==> src/rtl/bfloat_pkg.sv <==
// Shared types and helpers for the pipelined sign-magnitude float comparator.
package bfloat_pkg;

    localparam int unsigned DEF_EXP_W = 8;
    localparam int unsigned DEF_MAN_W = 7;
    localparam int unsigned MAX_W     = 64;

    typedef enum logic [1:0] {
        CMP_EQ = 2'b00,
        CMP_GT = 2'b01,
        CMP_LT = 2'b10,
        CMP_UN = 2'b11
    } cmp_res_t;

    // Canonical quiet NaN: positive, exponent all ones, mantissa MSB set, rest zero.
    function automatic logic [MAX_W-1:0] canon_qnan(input int unsigned exp_w, input int unsigned man_w);
        logic [MAX_W-1:0] r;
        r = ((MAX_W'(1) << exp_w) - MAX_W'(1)) << man_w;
        r = r | (MAX_W'(1) << (man_w - 1));
        return r;
    endfunction

endpackage

==> src/rtl/bfloat_cmp_classify.sv <==
// Combinational operand classifier: NaN/sNaN/zero flags and a monotonic
// unsigned ordering key (zeros of either sign share the key of +0).
module bfloat_cmp_classify
    import bfloat_pkg::*;
#(
    parameter int unsigned EXP_W = DEF_EXP_W,
    parameter int unsigned MAN_W = DEF_MAN_W,
    parameter bit          FTZ   = 1'b0,
    localparam int unsigned W    = 1 + EXP_W + MAN_W
) (
    input  logic [W-1:0] x,
    output logic         is_nan,
    output logic         is_snan,
    output logic         is_zero,
    output logic [W-1:0] key
);

    logic                   sign;
    logic [EXP_W-1:0]       exp_f;
    logic [MAN_W-1:0]       man;
    logic [EXP_W+MAN_W-1:0] mag;

    // Decode fields, flag special values and build the ordering key.
    always_comb begin
        sign    = x[W-1];
        exp_f   = x[W-2 -: EXP_W];
        man     = x[MAN_W-1:0];
        mag     = x[W-2:0];
        is_nan  = (exp_f == '1) && (man != '0);
        is_snan = is_nan && !man[MAN_W-1];
        is_zero = (exp_f == '0) && ((man == '0) || FTZ);
        if (is_zero) begin
            key = {1'b1, {(W-1){1'b0}}};
        end else if (sign) begin
            key = {1'b0, ~mag};
        end else begin
            key = {1'b1, mag};
        end
    end

endmodule

==> src/rtl/bfloat_cmp_pipe.sv <==
// Two-stage pipelined float comparator with min/max select and valid/ready
// backpressure. Stage 1 registers classified operands, stage 2 registers results.
module bfloat_cmp_pipe
    import bfloat_pkg::*;
#(
    parameter int unsigned EXP_W = DEF_EXP_W,
    parameter int unsigned MAN_W = DEF_MAN_W,
    parameter bit          FTZ   = 1'b0,
    localparam int unsigned W    = 1 + EXP_W + MAN_W
) (
    input  logic         clk,
    input  logic         rst,
    input  logic         in_valid,
    output logic         in_ready,
    input  logic [W-1:0] in_a,
    input  logic [W-1:0] in_b,
    input  logic         in_max,
    output logic         out_valid,
    input  logic         out_ready,
    output logic [1:0]   out_res,
    output logic [W-1:0] out_mm,
    output logic         out_inv
);

    localparam logic [W-1:0] QNAN = W'(canon_qnan(EXP_W, MAN_W));

    typedef struct packed {
        logic [W-1:0] val;
        logic         is_nan;
        logic         is_snan;
        logic         is_zero;
        logic [W-1:0] key;
    } opnd_t;

    opnd_t    cl_a, cl_b;
    opnd_t    s1_a, s1_b;
    logic     s1_max;
    logic     s1_valid, s2_valid;
    logic     s1_adv, s2_adv;
    cmp_res_t res;
    logic [W-1:0] mm, ret_a, ret_b;
    logic     inv, zsign;

    bfloat_cmp_classify #(.EXP_W(EXP_W), .MAN_W(MAN_W), .FTZ(FTZ)) u_cls_a (
        .x(in_a), .is_nan(cl_a.is_nan), .is_snan(cl_a.is_snan),
        .is_zero(cl_a.is_zero), .key(cl_a.key)
    );
    bfloat_cmp_classify #(.EXP_W(EXP_W), .MAN_W(MAN_W), .FTZ(FTZ)) u_cls_b (
        .x(in_b), .is_nan(cl_b.is_nan), .is_snan(cl_b.is_snan),
        .is_zero(cl_b.is_zero), .key(cl_b.key)
    );
    assign cl_a.val = in_a;
    assign cl_b.val = in_b;

    assign s2_adv    = !s2_valid || out_ready;
    assign s1_adv    = !s1_valid || s2_adv;
    assign in_ready  = s1_adv;
    assign out_valid = s2_valid;

    // Stage 1: capture classified operands when the stage can move.
    always_ff @(posedge clk) begin
        if (rst) begin
            s1_valid <= 1'b0;
            s1_a     <= '0;
            s1_b     <= '0;
            s1_max   <= 1'b0;
        end else if (s1_adv) begin
            s1_valid <= in_valid;
            if (in_valid) begin
                s1_a   <= cl_a;
                s1_b   <= cl_b;
                s1_max <= in_max;
            end
        end
    end

    // Stage 2 compare: flushed subnormals come back as signed zero.
    always_comb begin
        ret_a = s1_a.is_zero ? {s1_a.val[W-1], {(W-1){1'b0}}} : s1_a.val;
        ret_b = s1_b.is_zero ? {s1_b.val[W-1], {(W-1){1'b0}}} : s1_b.val;
        zsign = s1_max ? (s1_a.val[W-1] & s1_b.val[W-1]) : (s1_a.val[W-1] | s1_b.val[W-1]);
        res   = CMP_EQ;
        mm    = ret_a;
        inv   = s1_a.is_snan | s1_b.is_snan;
        if (s1_a.is_nan || s1_b.is_nan) begin
            res = CMP_UN;
            if (s1_a.is_nan && s1_b.is_nan) mm = QNAN;
            else if (s1_a.is_nan)           mm = ret_b;
            else                            mm = ret_a;
        end else if (s1_a.key > s1_b.key) begin
            res = CMP_GT;
            mm  = s1_max ? ret_a : ret_b;
        end else if (s1_a.key < s1_b.key) begin
            res = CMP_LT;
            mm  = s1_max ? ret_b : ret_a;
        end else if (s1_a.is_zero && s1_b.is_zero) begin
            mm = {zsign, {(W-1){1'b0}}};
        end
    end

    // Stage 2 register: results held while the consumer stalls.
    always_ff @(posedge clk) begin
        if (rst) begin
            s2_valid <= 1'b0;
            out_res  <= '0;
            out_mm   <= '0;
            out_inv  <= 1'b0;
        end else if (s2_adv) begin
            s2_valid <= s1_valid;
            if (s1_valid) begin
                out_res <= res;
                out_mm  <= mm;
                out_inv <= inv;
            end
        end
    end

endmodule

==> config.mk <==
export PLATFORM = sky130hd
export DESIGN_NAME = bfloat_cmp_pipe
export DESIGN_NICKNAME = d
export VERILOG_FILES = /design/src/rtl/bfloat_pkg.sv /design/src/rtl/bfloat_cmp_classify.sv /design/src/rtl/bfloat_cmp_pipe.sv
export SDC_FILE = /design/constraint.sdc
export NUM_CORES = 1
export LEC_CHECK = 0
export CORE_MARGIN = 2
export CORE_UTILIZATION = 35
export DETAILED_ROUTE_END_ITERATION = 16
export PLACE_DENSITY = 0.64
export SLEW_MARGIN = 40
export SYNTH_ARGS = -nofsm -noshare
export SYNTH_HDL_FRONTEND = slang
export SYNTH_SLANG_ARGS = --single-unit
==> constraint.sdc <==
create_clock -name clk -period 8.24 [get_ports clk]
set_clock_uncertainty 0.2 [all_clocks]
set_input_delay 1.648 -clock clk [delete_from_list [all_inputs] [get_ports clk]]
set_output_delay 1.648 -clock clk [all_outputs]
set_load 0.02 [all_outputs]
==> results of run 1 <==
## final cells by class
type,count,area (um^2),share of cell area
multi-input cells,455,2552,0.4578
flip-flops and latches,92,1842,0.3303
repair buffers,62,600.6,0.1077
clock buffers,13,270.3,0.04847
well taps,176,220.2,0.03950
inverters,22,82.58,0.01481
clock inverters,1,7.507,0.001346
## worst min-delay path, delay by kind of cell (launching register included)
family | cells | cell delay [ns]
flip-flops | 1 | 0.31
AO/OA/AOI/OAI | 1 | 0.06
AND/OR/NAND/NOR | 1 | 0.05
## kinds of logic (layout without fill, tap and decap cells)
logic type               Yosys count  in the layout  synth area share
flip-flops                        92             92            0.3954
multiplexers                       6              6           0.01316
AND/OR/NAND/NOR                  243            243            0.2321
adder cells (fa/ha/maj)           16             16           0.04298
buffers and inverters             66             98           0.05828
XOR/XNOR                          30             30           0.05641
AO/OA/AOI/OAI                    160            160            0.2017
## cell usage in the layout, fill, tap and decap left out, types with 2 or more instances in the layout
| master | Yosys | final |
|---|---|---|
| a211oi_1 | 2 | 2 |
| a21o_1 | 2 | 2 |
| a21oi_1 | 110 | 110 |
| a221o_1 | 6 | 6 |
| a22oi_1 | 6 | 6 |
| a311oi_1 | 4 | 4 |
| a31oi_1 | 4 | 4 |
| a32oi_1 | 4 | 4 |
| and3_1 | 2 | 2 |
| buf_2 | 1 | 3 |
| buf_4 | 0 | 3 |
| buf_6 | 3 | 2 |
| clkbuf_16 | 0 | 9 |
| clkbuf_8 | 0 | 3 |
| clkdlybuf4s50_1 | 0 | 54 |
| dfxtp_1 | 92 | 92 |
| ha_1 | 16 | 16 |
| inv_1 | 22 | 22 |
| mux2i_1 | 5 | 5 |
| nand2_1 | 91 | 90 |
| nand2b_1 | 2 | 2 |
| nand3_1 | 5 | 5 |
| nand4_1 | 9 | 9 |
| nor2_1 | 69 | 67 |
| nor2_2 | 0 | 2 |
| nor2b_1 | 6 | 6 |
| nor3_1 | 45 | 45 |
| nor4_1 | 6 | 6 |
| o21a_1 | 2 | 2 |
| o21ai_0 | 5 | 5 |
| o21ai_1 | 5 | 5 |
| o22ai_1 | 2 | 2 |
| xnor2_1 | 30 | 30 |
## through the flow
| step | hold WS (ns) | instance area, um^2 | util |
|---|---|---|---|
| 2_1_floorplan | 0.2364 | 4658 | - |
| 3_3_place_gp | 0.2557 | 5295 | 0.4030 |
| 3_5_place_dp | 0.2599 | 5298 | 0.4032 |
| 4_1_cts | 0.2684 | 5575 | 0.4244 |
| 5_1_grt | 0.2852 | 5575 | 0.4244 |
| 6_report | 0.2675 | 5575 | 0.4244 |
## state kept, by name, indices dropped and copies added (netlist names)
| name | cells |
|---|---|
| out_inv | 1 |
| s1_max | 1 |
| s1_b | 35 |
| out_valid | 1 |
| out_mm | 16 |
| out_res | 2 |
| s1_valid | 1 |
| s1_a | 35 |
## routing by layer
layer  wire (um)  global-route usage  vias to the layer above
met2        6156              0.3190                      120
met1        5653              0.2328                     2075
met5           0                   0                        -
li1            -                   -                     2186
met4         281             0.06765                        0
met3         593             0.04215                       17
## report_power, final
part / switching [mW] / total, mW / internal (mW) / leakage [nW]
sequential: 0.0173 / 0.488 / 0.471 / 0.756
clock: 0.169 / 0.395 / 0.226 / 0.134
combinational: 0.105 / 0.185 / 0.0800 / 1.11
total: 0.291 / 1.07 / 0.777 / 2.00
## worst paths after layout
check / slack [ns] / end / depth (start not counted) / startpoint
max: 3.38 / in_ready / 4 / out_ready
min: 0.27 / s1_a[23] / 2 / s1_a[23]
max reg2reg: 5.27 / out_mm[10] / 8 / s1_b[14]
min reg2reg: 0.27 / s1_a[23] / 2 / s1_a[23]
==> summary.txt, run 1 <==
Placement
  – Place WS: 3.386 ns
  – IO Port Bufs: 57
  – Post-placement cell count: 807
  – Hpwl dp: 9025 um
  – Routability congestion estimate: 0.8433

Critical path
  – Startpoint Class: input pin
  – Critical Path Most Common Cell: clkdlybuf4s50_1
  – Critical path data arrival time: 3.02 ns
  – CP max FO: 5
  – Crit-path slowest cell: clkdlybuf4s50_1
  – Kind of critical path: in -> out
  – Crit path buf inv count: 2
  – Top cell family by delay on the critical path: buffers and inverters
  – CP Data Required Time: 6.39 ns
  – Slowest cell delay on critical path: 0.56 ns
  – CP Cell Sequence: clkdlybuf4s50_1, nor2b_1, nand2_1, clkdlybuf4s50_1
  – Worst setup EP type: primary output

Drt
  – Routed WL per cell: 15.45 um
  – Vias: 4398
  – Post-route ant nets: 0
  – Routed WL: 12680 um
  – Detailed Route Iter0 Violations: 351
  – DRC Markers: 0
  – Initial DRT Pass Iterations: 5
  – Vias/cell: 5.357

Power and ir drop
  – Pwr dens: 191.5 nW/um^2
  – Worst VDD drop: 103.4 uV
  – Leak: 2.000 nW
  – Total power: 1.068 mW

Status
  – Status: completed

GRT
  – Total GRT Usage: 0.1875
  – Largest net degree at the start of global routing: 100
  – Vias in the first global route: 4316
  – First-pass GRT wire length: 21270 um
  – Antenna violations before repair: 0
  – Global route overflow: 0

Floorplan
  – DIE WIDTH: 119.4 um
  – Full die area: 14250 um^2
  – Die height: 119.4 um
  – Starting Density: 0.3546
  – Row cnt: 42
  – Core area: 13140 um^2
  – I/O pins: 58

Job
  – Max cap viols: 0

STA
  – Setup TNS: 0 ns
  – Tightest Pin Transition: 0.8484 ns
  – Tmin final: 4.863 ns
  – Crit share post-route: 0.5902
  – Highest clock rate: 205.6 MHz
  – Max-slew violations: 0
  – Slew HR: 0.4336
  – Worst setup margin: 3.377 ns
  – Final hold viol count: 0
  – Setup-failing EPs final: 0
  – RSZ-0062 raised after global routing: false

Yosys
  – Gate Count Post-Synth: 613
  – Mapped Nets: 666
  – Synth area leader: dfxtp_1
  – Async SR Flop Fraction: 0
  – Ys Warns: 0
  – Most frequent cells after synthesis: a21oi_1, dfxtp_1, nand2_1, nor2_1, nor3_1
  – Synth area leaders: dfxtp_1, a21oi_1, nand2_1
  – EDFF count, synth: 0
  – Post-synth top area share: 0.3954
  – Top-count cell post-synth: a21oi_1
  – Synthesis-stage register bit count: 92
  – Syn Area/Cell: 7.599 um^2
  – Seq/Total Area, Yosys: 0.3954
  – Yosys cell types: 47
  – Main synth FF type: dfxtp_1
  – Synthesized area: 4658 um^2

Clock network
  – Setup Buffers After CTS: 0
  – Hold_buf cts: 0
  – Clock buffer count from CTS: 9
  – Clock slew at reported path FFs: 0.06 ns
  – Worst-case clock buffer depth: 2
  – Clock Latency Late Sink: 0.34 ns
  – CTS tree: yes
  – Clock sinks: 92
  – Cts repair resizes: 0
  – Root Buffer: clkbuf_16
  – CTS H-tree lvls: 3

Finish
  – Filler Cells Inserted: 1378
  – Fin cells: 821
  – Share of layout cells above drive strength 1: 0.04806
  – Number of inserted diodes: 0
  – Final net count: 695
  – Layout area overhead: 19.69%

Min path
  – Hold Crit Class: reg -> reg
No activity file was read; power rests on OpenSTA's default activity.
==> run 2, diff against run 1 <==
- clock period: 8.24 -> 4.6 ns (I/O delays scaled with it)
==> run 2 against run 1 <==
  * Flip-flop and latch count unchanged
  * Final cell count rose by 0.61%
  * Sequential share of layout area down 0.46 points
  * Largest cell class unchanged
  * Highest routed layer unchanged
  * Total power up 91%
  * Clock power grew 110%
  * Die area is the same
  * Wire length increased by 0.91%
  * Register-to-register slack worse by 3.7 ns
  * Worst setup slack worse by 2.2 ns
  * Sequential power is 79% higher
==> summary.txt, run 2 (synthesized netlist as in run 1, its figures left out) <==
Clock network
  – Clock buffer count from CTS: 9 (unchanged)
  – Clock sinks: 92 (unchanged)
  – Clock slew at reported path FFs: 0.06 ns (about the same)
  – Hold_buf cts: 0 (unchanged)
  – CTS H-tree lvls: 3 (unchanged)
  – Clock Latency Late Sink: 0.35 ns (about the same)
  – Setup Buffers After CTS: 0 (unchanged)
  – CTS tree: yes
  – Root Buffer: clkbuf_16
  – Cts repair resizes: 0 (unchanged)
  – Worst-case clock buffer depth: 2 (unchanged)

Critical path
  – CP max FO: 5 (unchanged)
  – Startpoint Class: input pin
  – CP Cell Sequence: clkdlybuf4s50_1, nor2b_1, nand2_1, clkdlybuf4s50_1
  – Crit path buf inv count: 2 (unchanged)
  – Top cell family by delay on the critical path: buffers and inverters
  – Critical Path Most Common Cell: clkdlybuf4s50_1
  – Crit-path slowest cell: clkdlybuf4s50_1
  – Origin of the critical flop-to-flop path: s1_b[14]
  – Kind of critical path: in -> out
  – FF-to-FF End: out_mm[10]
  – Slowest cell delay on critical path: 0.56 ns (about the same)
  – Worst reg2reg path depth: 9 (+1)
  – Critical path data arrival time: 2.26 ns (-0.76 ns)
  – Reg2reg setup slack: 1.58 ns (-3.69 ns)
  – CP Data Required Time: 3.48 ns (-2.91 ns)
  – Worst setup EP type: primary output

Placement
  – IO Port Bufs: 57 (unchanged)
  – Hpwl dp: 9238 um (+2.4%)
  – Routability congestion estimate: 0.8140 (-3.5%)

Floorplan
  – Die height: 119.4 um (unchanged)
  – I/O pins: 58 (unchanged)
  – Full die area: 14250 um^2 (unchanged)
  – Starting Density: 0.3546 (unchanged)
  – DIE WIDTH: 119.4 um (unchanged)
  – Core area: 13140 um^2 (unchanged)
  – Row cnt: 42 (unchanged)

STA
  – Setup TNS: 0 ns (unchanged)
  – Worst hold slack: 0.2664 ns (-0.001148 ns)
  – Final hold viol count: 0 (unchanged)
  – Tightest Pin Transition: 0.7429 ns (-0.1055 ns)
  – Tmin final: 3.377 ns
  – Max-slew violations: 0 (unchanged)
  – Crit share post-route: 0.7342
  – RSZ-0062 raised after global routing: false
  – Setup-failing EPs final: 0 (unchanged)
  – Slew HR: 0.5040 (+0.07044)
  – Highest clock rate: 296.1 MHz

Finish
  – Commonest non-fill, non-tap cell in the layout: a21oi_1
  – Share of layout cells above drive strength 1: 0.05385 (+0.005784)
  – Number of inserted diodes: 0 (unchanged)
  – Final net count: 698 (+0.43%)
  – Final Util: 0.4304 (+0.006000)
  – Largest regs: s1_a (35), s1_b (35), out_mm (16)
  – Layout area overhead: 21.38%
  – Commonest cells after routing, fill and taps aside: a21oi_1, dfxtp_1, nand2_1, nor2_1, clkdlybuf4s50_1

Min path
  – Hold Crit Class: reg -> reg
  – HP Start: s1_b[23]
  – WHS Endpoint: s1_b[23]
  – Hold Crit Depth: 2 (unchanged)

Power and ir drop
  – Net Switching: 0.5420 mW (+86%)
  – Worst VDD drop: 237.9 uV (+130%)
  – Leak: 2.047 nW (+2.3%)
  – Flop pwr share: 0.429 (-0.028)
  – Switch share: 0.2662 (-0.006523)
  – Internal power: 1.494 mW (+92%)
  – Gate power share: 0.166 (-0.007)
  – Power share of the clock group: 0.405 (+0.035)
  – Pwr dens: 360.1 nW/um^2 (+88%)
  – Total power: 2.036 mW (+91%)

Drt
  – Routed WL per cell: 15.50 um (+0.30%)
  – Detailed Route Iter0 Violations: 488 (+39%)
  – Post-route ant nets: 0 (unchanged)
  – Initial DRT Pass Iterations: 5 (unchanged)
  – Routed WL: 12800 um (+0.91%)
  – Vias: 4456 (+1.3%)
  – Vias/cell: 5.395 (+0.71%)
  – DRC Markers: 0 (unchanged)

GRT
  – Largest net degree at the start of global routing: 70 (-30%)
  – First-pass GRT wire length: 21220 um (-0.19%)
  – Total GRT Usage: 0.1866 (-0.0009386)
  – Vias in the first global route: 4310 (-0.14%)
  – Antenna violations before repair: 0 (unchanged)
  – Global route overflow: 0 (unchanged)

Job
  – Max cap viols: 0 (unchanged)

Status
  – Status: completed
## run 2: changes by cell type in the layout (fill, tap and decap cells not counted), sizes merged
cell / previous run / this run
clkbuf: 13 / 11
clkinv: 0 / 1
inv: 22 / 23
buf: 8 / 11
bufinv: 0 / 2
## run 2: metrics by stage
stage | cell area [um^2] | instances | setup slack [ns]
floorplan | 4658 | 613 | 1.993
global placement | 5330 | 810 | 1.216
detailed placement | 5320 | 810 | 1.212
CTS | 5654 | 826 | 1.212
global route | 5654 | 826 | 1.154
finish | 5654 | 826 | 1.223
## run 2: worst max-delay path by stage
stage,startpoint,end,slack (ns),cells past startpoint
6_report,out_ready,in_ready,1.22,4
2_1_floorplan,s1_b[14],out_mm[10],1.99,12
3_5_place_dp,out_ready,in_ready,1.21,4
5_1_grt,out_ready,in_ready,1.15,4
3_3_place_gp,out_ready,in_ready,1.22,4
4_1_cts,out_ready,in_ready,1.21,4
## run 2: final cells by class
type                    instances  area [um^2]
clock buffers                  11        252.7
clock inverters                 5        81.33
fillers                      1362         7483
inverters                      22        82.58
multi-input cells             455         2547
flip-flops and latches         92         1842
well taps                     176        220.2
repair buffers                 65        628.1
## run 2: power by group through the flow
stage               clock network (mW)  logic, mW  registers, mW
CTS                              0.838      0.337          0.874
global placement                     0      0.328          0.891
global route                     0.867      0.374          0.879
finish                           0.825      0.337          0.874
floorplan                            0      0.225          0.892
detailed placement                   0      0.335          0.892
## run 2: per-layer routing
layer	wire length, um	vias up	GRT usage
met5	0	-	0
met4	139	0	0.05368
met3	843	8	0.03448
met2	6297	142	0.3265
met1	5518	2122	0.2343
li1	-	2184	-
## run 2: worst reg2reg max path: stages (launching register included)
cell and delay (ns):
dfxtp_1 0.34, inv_1 0.05, ha_1 0.30, a21oi_1 0.16
nand2_1 0.07, a21o_1 0.18, or3_1 0.51, a211oi_1 0.55
and3_1 0.39, a221o_1 0.20
